<file path="config.mk">
export PLATFORM = sky130hd
export DESIGN_NAME = mem_wb_stage_buf
export DESIGN_NICKNAME = d
export VERILOG_FILES = /design/src/rtl/mem_wb_stage_buf.sv
export SDC_FILE = /design/constraint.sdc
export NUM_CORES = 1
export LEC_CHECK = 0
export ABC_AREA = 1
export CORE_ASPECT_RATIO = 1.4
export CORE_MARGIN = 2
export CORE_UTILIZATION = 38
export CTS_CLUSTER_DIAMETER = 100
export CTS_CLUSTER_SIZE = 40
export DETAILED_ROUTE_END_ITERATION = 6
export PLACE_DENSITY = 0.77
export REMOVE_ABC_BUFFERS = 1
export SYNTH_ARGS = -nofsm -noshare
export SYNTH_HDL_FRONTEND = slang
export SYNTH_SLANG_ARGS = --single-unit
</file>
<file path="constraint.sdc">
create_clock -name clk -period 1.9 [get_ports clk]
set_clock_uncertainty 0.2 [all_clocks]
set_input_delay 0.38 -clock clk [delete_from_list [all_inputs] [get_ports clk]]
set_output_delay 0.38 -clock clk [all_outputs]
set_load 0.01 [all_outputs]
</file>
<file path="src/rtl/mem_wb_stage_buf.sv">
// Elastic MEM->WB stage: head entry plus an optional skid entry (`define MEM_WB_SKID_EN),
// writeback data selected at capture, forwarding tap and saturating back-pressure counter.
module mem_wb_stage_buf #(
    parameter int DATA_W     = 32,
    parameter int REG_ADDR_W = 5,
    parameter int CNT_W      = 16
) (
    input  logic                  clk,
    input  logic                  reset,
    input  logic                  flush,
    input  logic                  in_valid,
    output logic                  in_ready,
    input  logic                  in_regwrite,
    input  logic                  in_memtoreg,
    input  logic [REG_ADDR_W-1:0] in_writereg,
    input  logic [DATA_W-1:0]     in_aluresult,
    input  logic [DATA_W-1:0]     in_readdata,
    output logic                  out_valid,
    input  logic                  out_ready,
    output logic                  out_regwrite,
    output logic                  out_memtoreg,
    output logic [REG_ADDR_W-1:0] out_writereg,
    output logic [DATA_W-1:0]     out_wbdata,
    output logic                  fwd_valid,
    output logic [REG_ADDR_W-1:0] fwd_reg,
    output logic [DATA_W-1:0]     fwd_data,
    output logic [CNT_W-1:0]      stall_cnt
);

    typedef enum logic [1:0] {
        ST_EMPTY = 2'd0,
        ST_ONE   = 2'd1,
        ST_TWO   = 2'd2
    } state_e;

    typedef struct packed {
        logic                  regwrite;
        logic                  memtoreg;
        logic [REG_ADDR_W-1:0] writereg;
        logic [DATA_W-1:0]     wbdata;
    } entry_t;

    state_e           state_q;
    entry_t           head_q;
`ifdef MEM_WB_SKID_EN
    entry_t           skid_q;
`endif
    logic [CNT_W-1:0] stall_cnt_q;
    entry_t           in_entry_d;
    logic             push;
    logic             pop;

    // Writeback mux lives on the capture side so WB sees a plain register.
    always_comb begin
        in_entry_d          = '0;
        in_entry_d.regwrite = in_regwrite;
        in_entry_d.memtoreg = in_memtoreg;
        in_entry_d.writereg = in_writereg;
        in_entry_d.wbdata   = in_memtoreg ? in_readdata : in_aluresult;
    end

    assign out_valid = (state_q != ST_EMPTY);

`ifdef MEM_WB_SKID_EN
    assign in_ready = !reset && (state_q != ST_TWO);
`else
    assign in_ready = !reset && (!out_valid || out_ready);
`endif

    assign push = in_valid && in_ready;
    assign pop  = out_valid && out_ready;

    always_ff @(posedge clk) begin
        if (reset) begin
            state_q     <= ST_EMPTY;
            head_q      <= '0;
`ifdef MEM_WB_SKID_EN
            skid_q      <= '0;
`endif
            stall_cnt_q <= '0;
        end else begin
            if (out_valid && !out_ready && (stall_cnt_q != {CNT_W{1'b1}}))
                stall_cnt_q <= stall_cnt_q + CNT_W'(1);

            // Flush empties the stage but leaves the data fields stale.
            if (flush) begin
                state_q <= ST_EMPTY;
            end else begin
                case (state_q)
                    ST_EMPTY: begin
                        if (push) begin
                            head_q  <= in_entry_d;
                            state_q <= ST_ONE;
                        end
                    end
                    ST_ONE: begin
                        if (push && pop) begin
                            head_q <= in_entry_d;
`ifdef MEM_WB_SKID_EN
                        end else if (push) begin
                            skid_q  <= in_entry_d;
                            state_q <= ST_TWO;
`endif
                        end else if (pop) begin
                            state_q <= ST_EMPTY;
                        end
                    end
`ifdef MEM_WB_SKID_EN
                    ST_TWO: begin
                        if (pop) begin
                            head_q  <= skid_q;
                            state_q <= ST_ONE;
                        end
                    end
`endif
                    default: state_q <= ST_EMPTY;
                endcase
            end
        end
    end

    assign out_regwrite = out_valid && head_q.regwrite;
    assign out_memtoreg = head_q.memtoreg;
    assign out_writereg = head_q.writereg;
    assign out_wbdata   = head_q.wbdata;

    assign fwd_valid = out_regwrite && (head_q.writereg != '0);
    assign fwd_reg   = head_q.writereg;
    assign fwd_data  = head_q.wbdata;

    assign stall_cnt = stall_cnt_q;

endmodule

</file>
==> results_dict.tcl <==
set metrics [dict create \
    fin_crit_sh_pct 97.5 \
    finalMaxSlewViolations 0 \
    clkLatencyLatePin_ns 0.29 \
    cpMaxStageDelayCell "clkdlybuf4s50_1" \
    dr.pass1.iters 4 \
    io_buffers 170 \
    hold_class "register to register" \
    synth_top_family_by_area "buffers and inverters" \
    ir_worst_vdd_mv 0.323 \
    leakage_uw 0.00179 \
    ys_seq_elements 56 \
    path_buf_inv 1 \
    worst_slack_ns 0.0481 \
    io_pins 171 \
    ys_seq_area_share_pct 33.5 \
    hpwl_mm 6.80 \
    crit_fanout 5 \
    cp.required_ns 1.32 \
    start_util_pct 39.1 \
    final_area_um2 4860 \
    arrival_ns 1.27 \
    path_class "register to output port" \
    tightest_slew_ns 0.273 \
    cts.sinks 56 \
    cts_made_buffers 5 \
    ctsHoldBuffers 0 \
    grt_max_degree 74 \
    post_cts_buffers 0 \
    root_buffer "clkbuf_16" \
    synth_compound_area_share_pct 14.7 \
    ys_types 26 \
    worstSetupStartpointType "register" \
    cts_tree "built" \
    critical-path-max-stage-delay_ns 0.57 \
    cts_max_path_buffers 2 \
    critPathTopFamily "buffers and inverters" \
    largest_register_ffs 32 \
    met3_usage_pct 4.09 \
    setup_viol 0 \
    synth_area_um2 3350 \
    nNetsFinal 611 \
    end_kind "output port" \
    area_growth_syn_to_layout_pct 45.3 \
    grt_antenna_before_repair 0 \
    maxCapViolations 0 \
    slew_headroom_pct 81.8 \
    drc 0 \
    synth.top_cell.area_share_pct 33.5 \
    grt_pass1_vias 3000 \
    ys_warn_count 0 \
    min_period_ns 1.85 \
    top_usage_layer "met2" \
    fill_cells 759 \
    drive_gt1_share_pct 17.0 \
    synth-xor-area-share_pct 1.57 \
    clk_pin_slew_ns 0.06 \
    p_per_area_nw_per_um2 576 \
    synthSimpleGateAreaFrac_pct 13.5 \
    die-height_um 115 \
    grt-ovfl-total 0 \
    grt.met1_usage_pct 18.1 \
    routedWlPerCell_um 13.9 \
    syn_inst 434 \
    dp_slack_ns -0.295 \
    grt_usage_pct 17.9 \
    htree_num_levels 2 \
    rrSetupSlack_ns 0.20 \
    globalplace.congestion 0.798 \
    fp.dieW_um 83.3 \
    yosys.area.top_type "dfxtp_1" \
    holdWs_ns 0.244 \
    num_vias 3027 \
    rows 40 \
    rsz0062_at_grt "false" \
    n_antenna_cell 0 \
    grt_first_pass_wirelength_mm 13.9 \
    syn_avg_cell_area_um2 7.71 \
    yosys-mux-area-fraction_pct 10.8 \
    status "finished, final reports clean" \
    fmax_mhz 540 \
    viasPerCell 4.74 \
    core_um2 8560 \
    ant_nets 0 \
    crit_path_cell_trace "clkdlybuf4s50_1" \
    routed_wl_mm 8.89 \
    finalHoldViolations 0 \
    dr.first_iter.drc_count 114 \
    dieArea_um2 9580 \
    placed_area_um2 4690 \
    ys_top_cells_by_area "dfxtp_1 33%, buf_4 17%, mux2_2 11%, a21oi_1 6.7%, o21ai_0 6.1%" \
    gr-usage-met2_pct 35.8 \
    synth-adder-area-share_pct 0.374 \
]
## cells in the final DEF (no fill, tap or decap), types with 4 or more instances in the layout
master	n
dfxtp_1	45
buf_4	12
nor2_1	19
nand4_1	7
mux2_2	32
inv_1	52
nand2_2	4
a21oi_2	6
nor2_2	7
clkbuf_16	5
clkdlybuf4s50_1	166
dfxtp_2	11
a21oi_1	45
o21ai_0	40
nand3_1	10
buf_12	4
nand2_1	48
## metal layers
layer  routed length [µm]  vias up  part of all wire, %
li1                     -     1510                    -
met1                 3420     1386                   38
met2                 4760      123                   54
met3                  587        8                  6.6
met4                  119        0                  1.3
met5                    0        -                    0
## per-stage QoR
stage          total power, µW  util, %  instances  setup TNS, ns
6_report                  2800     56.8        639              0
5_1_grt                   2920     56.8        639              0
3_5_place_dp              1880     54.9        632          -4.56
4_1_cts                   2840     56.7        639              0
2_1_floorplan             1470        -        341          -7.28
3_3_place_gp              1860     54.9        632          -3.36
## path summary, 6_finish.rpt
check	to	cells after the start	from
worst max-delay path	stall_cnt[4]	1	stall_cnt[4]$_SDFFE_PP0P_
worst min-delay path	head_q[38]$_SDFFE_PP0P_	2	head_q[38]$_SDFFE_PP0P_
worst max register to register	stall_cnt[13]$_SDFFE_PP0P_	9	stall_cnt[1]$_SDFFE_PP0P_
worst min register to register	head_q[38]$_SDFFE_PP0P_	2	head_q[38]$_SDFFE_PP0P_
## synth_stat cells
cell type and number:
dfxtp_1 56, nand3b_2 1, nand4_1 7, nor2_1 20, xnor2_1 3, o21ai_2 1
a21oi_2 6, nand2_1 48, inv_2 1, clkbuf_1 5, ha_1 1, mux2_2 32
buf_1 1, nor2_4 2, nand2_2 4, buf_4 74, buf_6 2, xor2_1 3
o21ai_0 41, inv_1 53, nand3_1 10, nor3_1 1, nor2_2 6, a21oi_1 45
clkbuf_2 2, buf_2 9
## area by class of cell
type	count	area [µm²]	area share (%)
Clock buffer	7	153	3.14
Inverter	54	203	4.17
Multi-Input combinational cell	231	1370	28.2
Sequential cell	56	1130	23.3
Tap cell	105	131	2.70
Timing Repair Buffer	186	1870	38.4
## logic make-up (layout without fill, tap and decap cells)
group                      count (synthesis)  in the layout
xor gates and xnor gates                   6              6
adders and majority gates                  1              1
DFF                                       56             56
buffers and inverters                    147            247
and+or+nand+nor                           99             99
AOI/OAI and AO/OA                         93             93
muxes                                     32             32
## power by group
group / switching [µW] / internal (µW) / total [µW] / leakage [µW]
Clock: 398 / 554 / 952 / 0.0000760
Sequential: 41.2 / 1220 / 1260 / 0.000461
Combinational: 210 / 378 / 588 / 0.00125
Total: 649 / 2150 / 2800 / 0.00179
## repair_timing
action	CTS	global route
setup endpoints to repair	7	9
gates resized for setup	12	10
pin swaps	0	1
Power figures use the tool's default switching activity.
